--- src/rtl/fifo_uart_tx_if.sv ---
// fifo_uart_tx_if: read port of a standard synchronous FIFO (1-cycle read
// latency) as seen by a draining consumer.
//   master : the consumer that pops (fifo_uart_tx)
//   slave  : the FIFO that owns the data
interface fifo_uart_tx_if;
  logic       fifo_empty;
  logic       fifo_rd_en;
  logic [7:0] fifo_rd_data;

  modport master (
    input  fifo_empty,
    input  fifo_rd_data,
    output fifo_rd_en
  );

  modport slave (
    output fifo_empty,
    output fifo_rd_data,
    input  fifo_rd_en
  );
endinterface

--- src/rtl/fifo_uart_tx.sv ---
// fifo_uart_tx: drains a synchronous FIFO one byte at a time and serialises
// each byte as 8N1 UART (LSB first) on tx.
//
// Frame, relative to the pop strobe in cycle T:
//   T      : fifo_rd_en high (state IDLE)
//   T+1    : LOAD, fifo_rd_data captured
//   T+2 .. : START, 8 x DATA, [PARITY], STOP, each DIV cycles
// Consecutive pops are spaced (10*DIV)+2 cycles apart, or (11*DIV)+2 with
// parity enabled.
//
// Build option:
//   UART_PARITY_EN - when defined, an even-parity bit (XOR of the 8 data
//                    bits) is sent between the last data bit and STOP.
//                    When undefined, no parity state or logic exists.
//
// All outputs are registered: each is computed from the next state so that
// it changes together with the state it belongs to.
module fifo_uart_tx #(
  parameter int CLK_HZ = 12000000,
  parameter int BAUD   = 115200,
  parameter int DIV    = CLK_HZ / BAUD   // cycles per bit, must be >= 2
) (
  input  logic           clk,
  input  logic           rst,
  input  logic           enable,
  fifo_uart_tx_if.master fifo,
  output logic           tx,
  output logic           busy
);

  localparam int                CNT_W     = (DIV > 1) ? $clog2(DIV) : 1;
  localparam logic [CNT_W-1:0]  BAUD_LAST = CNT_W'(DIV - 1);

  typedef enum logic [2:0] {
    IDLE,
    LOAD,
    START,
    DATA,
`ifdef UART_PARITY_EN
    PARITY,
`endif
    STOP
  } state_t;

  state_t           state_q, state_d;
  logic [CNT_W-1:0] baud_q,  baud_d;
  logic [2:0]       bit_q,   bit_d;
  logic [7:0]       shreg_q, shreg_d;
  logic             tx_d;
  logic             rd_en_d;
  logic             busy_d;
  logic             baud_last;

`ifdef UART_PARITY_EN
  logic             parity_q;
`endif

  assign baud_last = (baud_q == BAUD_LAST);

  // Next-state, datapath and registered-output decode.
  always_comb begin
    // NOTE: every variable gets a default first so no path leaves one
    // unassigned; a missed branch would otherwise infer a latch.
    state_d = state_q;
    baud_d  = baud_q;
    bit_d   = bit_q;
    shreg_d = shreg_q;

    unique case (state_q)
      IDLE: begin
        // The pop strobe was issued for this cycle; data arrives next cycle.
        if (fifo.fifo_rd_en) state_d = LOAD;
      end

      LOAD: begin
        shreg_d = fifo.fifo_rd_data;
        baud_d  = '0;
        bit_d   = '0;
        state_d = START;
      end

      START: begin
        if (baud_last) begin
          baud_d  = '0;
          state_d = DATA;
        end else begin
          baud_d  = baud_q + 1'b1;
        end
      end

      DATA: begin
        if (baud_last) begin
          baud_d  = '0;
          shreg_d = shreg_q >> 1;
          bit_d   = bit_q + 3'd1;
          if (bit_q == 3'd7) begin
`ifdef UART_PARITY_EN
            state_d = PARITY;
`else
            state_d = STOP;
`endif
          end
        end else begin
          baud_d  = baud_q + 1'b1;
        end
      end

`ifdef UART_PARITY_EN
      PARITY: begin
        if (baud_last) begin
          baud_d  = '0;
          state_d = STOP;
        end else begin
          baud_d  = baud_q + 1'b1;
        end
      end
`endif

      STOP: begin
        if (baud_last) begin
          baud_d  = '0;
          state_d = IDLE;
        end else begin
          baud_d  = baud_q + 1'b1;
        end
      end

      default: state_d = IDLE;
    endcase

    // Registered pop strobe: decided on the cycle whose next state is IDLE,
    // so it is high during an IDLE cycle. Deciding in the last STOP cycle is
    // what lets back-to-back frames run at the minimum (frame + 2) spacing.
    rd_en_d = (state_d == IDLE) && enable && !fifo.fifo_empty;

    // Line level belonging to the state about to be entered.
    unique case (state_d)
      START:   tx_d = 1'b0;
      DATA:    tx_d = shreg_d[0];
`ifdef UART_PARITY_EN
      PARITY:  tx_d = parity_q;
`endif
      default: tx_d = 1'b1;
    endcase

    busy_d = (state_d != IDLE);
  end

  // State, counters, shift register and registered outputs.
  always_ff @(posedge clk or posedge rst) begin
    if (rst) begin
      state_q         <= IDLE;
      baud_q          <= '0;
      bit_q           <= '0;
      shreg_q         <= '0;
      tx              <= 1'b1;
      fifo.fifo_rd_en <= 1'b0;
      busy            <= 1'b0;
    end else begin
      // NOTE: non-blocking assignments so every register samples the values
      // from before this edge, independent of statement order.
      state_q         <= state_d;
      baud_q          <= baud_d;
      bit_q           <= bit_d;
      shreg_q         <= shreg_d;
      tx              <= tx_d;
      fifo.fifo_rd_en <= rd_en_d;
      busy            <= busy_d;
    end
  end

`ifdef UART_PARITY_EN
  // Even parity of the byte, captured alongside the shift register.
  always_ff @(posedge clk or posedge rst) begin
    if (rst) begin
      parity_q <= 1'b0;
    end else if (state_q == LOAD) begin
      parity_q <= ^fifo.fifo_rd_data;
    end
  end
`endif

  // Simulation-only invariants of the pop handshake and status outputs.
  a_pop_only_in_idle : assert property (
    @(posedge clk) disable iff (rst) fifo.fifo_rd_en |-> (state_q == IDLE));

  a_pop_one_cycle : assert property (
    @(posedge clk) disable iff (rst) fifo.fifo_rd_en |=> !fifo.fifo_rd_en);

  a_busy_tracks_state : assert property (
    @(posedge clk) disable iff (rst) busy == (state_q != IDLE));

  a_idle_line_high : assert property (
    @(posedge clk) disable iff (rst) (state_q == IDLE) |-> tx);

endmodule
--- src/flat_wrapper.sv ---
// flat-port wrapper written by rule: the top's interface ports become plain ports
module fifo_uart_tx_flat 
#(
  parameter int CLK_HZ = 12000000,
  parameter int BAUD   = 115200,
  parameter int DIV    = CLK_HZ / BAUD                                  
)
  (clk, rst, enable, tx, busy, fifo_fifo_empty, fifo_fifo_rd_data, fifo_fifo_rd_en);
  fifo_uart_tx_if fifo_i ();
  input  logic clk;
  input  logic rst;
  input  logic enable;
  output logic tx;
  output logic busy;
  input wire logic [$bits(fifo_i.fifo_empty)-1:0] fifo_fifo_empty;
  input wire logic [$bits(fifo_i.fifo_rd_data)-1:0] fifo_fifo_rd_data;
  output wire logic [$bits(fifo_i.fifo_rd_en)-1:0] fifo_fifo_rd_en;
  assign fifo_i.fifo_empty = fifo_fifo_empty;
  assign fifo_i.fifo_rd_data = fifo_fifo_rd_data;
  assign fifo_fifo_rd_en = fifo_i.fifo_rd_en;
  fifo_uart_tx #(.CLK_HZ(CLK_HZ), .BAUD(BAUD), .DIV(DIV)) u_core (.clk(clk), .rst(rst), .enable(enable), .fifo(fifo_i), .tx(tx), .busy(busy));
endmodule
--- config.mk ---
export PLATFORM = sky130hd
export DESIGN_NAME = fifo_uart_tx_flat
export DESIGN_NICKNAME = d
export VERILOG_FILES = /design/src/rtl/fifo_uart_tx_if.sv /design/src/rtl/fifo_uart_tx.sv /design/src/flat_wrapper.sv
export SDC_FILE = /design/constraint.sdc
export NUM_CORES = 1
export LEC_CHECK = 0
export CAP_MARGIN = 5
export CORE_MARGIN = 2
export CORE_UTILIZATION = 39
export CTS_CLUSTER_SIZE = 25
export DETAILED_ROUTE_END_ITERATION = 10
export GPL_TIMING_DRIVEN = 0
export RECOVER_POWER = 100
export SLEW_MARGIN = 25
export SYNTH_ARGS = -nofsm -noshare
export SYNTH_HDL_FRONTEND = slang
export SYNTH_SLANG_ARGS = --single-unit
--- constraint.sdc ---
create_clock -name clk -period 5.1 [get_ports clk]
set_input_delay 1.02 -clock clk [delete_from_list [all_inputs] [get_ports clk]]
set_output_delay 1.02 -clock clk [all_outputs]
set_load 0.05 [all_outputs]
==> results.py <==
metrics = {
    "clock_tree": {
        "cts_tree": "built",
        "hold_buffers": 0,
        "clock_latency_ps": 320,
        "numCtsBuffers": 3,
        "cts-root-to-sink-buffers": 2,
        "postCtsSetupBuffers": 0,
        "cts_root_buffer": "clkbuf_4",
        "htreeDepth": 1,
        "cts.reportedPaths.clkPinSlew_ps": 140,
        "cts_resized": 0,
        "cts.sinks": 24,
    },
    "critical_path": {
        "cp.buffers_inverters": 1,
        "critPathMaxStageDelay_ps": 860,
        "r2r_setup_slack_ps": 3100,
        "critPathMaxFanout": 1,
        "crit_path_top_delay_cell": "dlygate4sd3_1",
        "path_cells": "dlygate4sd3_1",
        "worst_setup_path_start_kind": "flip-flop",
        "path_class": "reg -> out",
        "cp_data_required_time_ps": 4080,
        "path_delay_family": "buffers and inverters",
        "cp.arrival_ps": 1720,
        "critPathCaptureType": "output port",
    },
    "power": {
        "powerDensity_nw_per_um2": 422,
        "p_sw_mw": 0.196,
        "ir_drop_uv": 169,
        "p_sw_frac": 0.318,
        "seq_power_share": 0.496,
        "p_comb_frac": 0.280,
        "pwr-share-clk": 0.225,
        "total_power_mw": 0.615,
        "power.internal_mw": 0.420,
        "p_leak_nw": 0.655,
    },
    "layout": {
        "layout_common_cells": "dfrtp_1, nand2_1, clkdlybuf4s50_1, a22o_1, nor2_1",
        "fillCellCount": 312,
        "stdcell_area_sq_um": 1460,
        "antennaDiodeCount": 0,
        "synthToLayoutAreaGrowth_pct": 16.5,
        "drive_above_1_share": 0.0896,
        "nNetsFinal": 150,
        "final_common_cell": "dfrtp_1",
    },
    "die": {
        "die_h_microns": 60.6,
        "rows": 20,
        "core_area_sq_um": 3050,
        "ioPinCount": 15,
        "die_x_microns": 60.6,
        "start_util": 0.409,
        "die-area_sq_um": 3670,
    },
    "synth": {
        "ys_types": 40,
        "ys_ff_latch": 24,
        "yosysSeqAreaShare": 0.481,
        "ys_warn_count": 0,
        "postSynthCellCount": 116,
        "synthesis.area_per_instance_sq_um": 10.8,
        "syn_area_sq_um": 1250,
        "synth_nets": 131,
    },
    "sta": {
        "relSlewSlack": 0.414,
        "period_needed_ps": 2740,
        "finalMaxSlewViolations": 0,
        "worst_pin_slew_ps": 873,
        "finClkSkew_ps": 11.3,
        "fin_tns_setup_ps": 0,
        "period_share": 0.537,
        "hold_viol_final": 0,
        "rsz0062_at_grt": "false",
        "setup_viol": 0,
        "timing.fmax_mhz": 365,
    },
    "route": {
        "wl_microns": 2340,
        "drtIter0Drc": 41,
        "first_pass_iters": 5,
        "via_per_inst": 5.26,
        "wl_per_cell_microns": 13.1,
        "route.detailed.drc": 0,
        "antenna_left": 0,
        "num_vias": 937,
    },
    "grt": {
        "gr-total-overflow": 0,
        "track_usage": 0.161,
        "grt_pass1_wl_microns": 4440,
        "grt_max_degree": 25,
        "antenna_found_initial": 0,
        "first_global_vias": 939,
    },
    "place": {
        "dp_hpwl_microns": 1670,
        "numPortBuffers": 14,
        "place_area_sq_um": 1450,
        "finalWeightedCongestion": 0.769,
    },
    "flow_run": {
        "max_cap_viol_count": 0,
    },
    "hold_path": {
        "hold_class": "reg -> reg",
    },
    "status": {
        "status": "completed",
    },
}
## area by class of cell
type,instances,area [sq um],area share
timing repair buffer,14,140,0.0962
clock buffer,3,22.5,0.0155
inverter,3,11.3,0.00773
sequential,24,602,0.413
clock inverter,1,30.0,0.0206
tap,44,55.1,0.0378
multi-input combinational,85,579,0.398
buffer,4,16.3,0.0112
## through the flow
| stage | utilization | instances | hold WS, ps | setup WS [ps] |
|---|---|---|---|---|
| 2_1_floorplan | - | 116 | 450 | 3420 |
| 3_3_place_gp | 0.473 | 174 | 465 | 2790 |
| 3_5_place_dp | 0.473 | 174 | 470 | 2800 |
| 4_1_cts | 0.491 | 178 | 500 | 2400 |
| 5_1_grt | 0.477 | 178 | 525 | 2300 |
| 6_report | 0.477 | 178 | 494 | 2360 |
## Yosys cell counts (all sizes together)
| cell type | count | share of area |
|---|---|---|
| a211oi | 1 | 0.0060 |
| and4 | 1 | 0.0090 |
| and3 | 1 | 0.0090 |
| o21ai | 5 | 0.020 |
| nor2b | 2 | 0.010 |
| mux2i | 1 | 0.0080 |
| o31ai | 1 | 0.010 |
| nor3b | 2 | 0.021 |
| a311oi | 1 | 0.0070 |
| a22o | 9 | 0.063 |
| a21oi | 4 | 0.016 |
| maj3 | 2 | 0.016 |
| o22ai | 2 | 0.010 |
| ha | 3 | 0.030 |
| nand4 | 1 | 0.0050 |
| xor2 | 2 | 0.014 |
| clkbuf | 1 | 0.0030 |
| nor4 | 1 | 0.0050 |
| o21bai | 1 | 0.0060 |
| a41o | 1 | 0.0090 |
| or3b | 2 | 0.016 |
| nand2b | 4 | 0.020 |
| nor2 | 9 | 0.029 |
| nand2 | 12 | 0.036 |
| a311o | 1 | 0.0080 |
| dfstp | 1 | 0.021 |
| nor3 | 2 | 0.012 |
| a21o | 7 | 0.042 |
| inv | 3 | 0.0090 |
| nand3 | 3 | 0.012 |
| o21a | 1 | 0.0060 |
| a22oi | 1 | 0.017 |
| buf | 3 | 0.016 |
| dfrtp | 23 | 0.46 |
| mux2 | 2 | 0.018 |
## worst paths after layout
kind / startpoint / to / depth (start not counted)
setup / recovery: u_core.tx$_DFF_PP1_ / tx / 1
hold / removal: u_core.shreg_q[2]$_DFFE_PP0P_ / u_core.shreg_q[2]$_DFFE_PP0P_ / 1
setup reg to reg: u_core.state_q[2]$_DFF_PP0_ / u_core.baud_q[3]$_DFFE_PP0P_ / 5
hold reg to reg: u_core.shreg_q[2]$_DFFE_PP0P_ / u_core.shreg_q[2]$_DFFE_PP0P_ / 1
max in group asynchronous: rst / u_core.baud_q[2]$_DFFE_PP0P_ / 2
min in group asynchronous: rst / u_core.shreg_q[5]$_DFFE_PP0P_ / 2
## flip-flops by register name, indices dropped and copies added, names as in the netlist
name / flops
u_core.shreg_q: 8
u_core.baud_q: 7
u_core.bit_q: 3
u_core.state_q: 3
u_core.busy: 1
u_core.fifo.fifo_rd_en: 1
u_core.tx: 1
## logic make-up after synthesis
logic type | after synthesis | share of synthesized area
xor+xnor | 2 | 0.0140
mux | 3 | 0.0260
flops | 24 | 0.481
buf+inv | 7 | 0.0280
fa+ha+maj | 5 | 0.0460
simple gates | 40 | 0.184
compound gates | 35 | 0.220
## routing by layer
| metal | GRT usage | part of all wire |
|---|---|---|
| met1 | 0.231 | 0.50 |
| met2 | 0.246 | 0.46 |
| met3 | 0.0213 | 0.032 |
| met4 | 0.0652 | 0.0060 |
| met5 | 0 | 0 |
## power by group through the flow
| stage | sequential (mW) | clock (mW) | combinational, mW |
|---|---|---|---|
| 3_3_place_gp | 0.305 | 0 | 0.175 |
| 6_report | 0.305 | 0.138 | 0.172 |
| 4_1_cts | 0.304 | 0.144 | 0.182 |
| 3_5_place_dp | 0.307 | 0 | 0.181 |
| 5_1_grt | 0.316 | 0.154 | 0.199 |
| 2_1_floorplan | 0.294 | 0 | 0.147 |
Note: power is estimated with default switching activity, not from simulation.
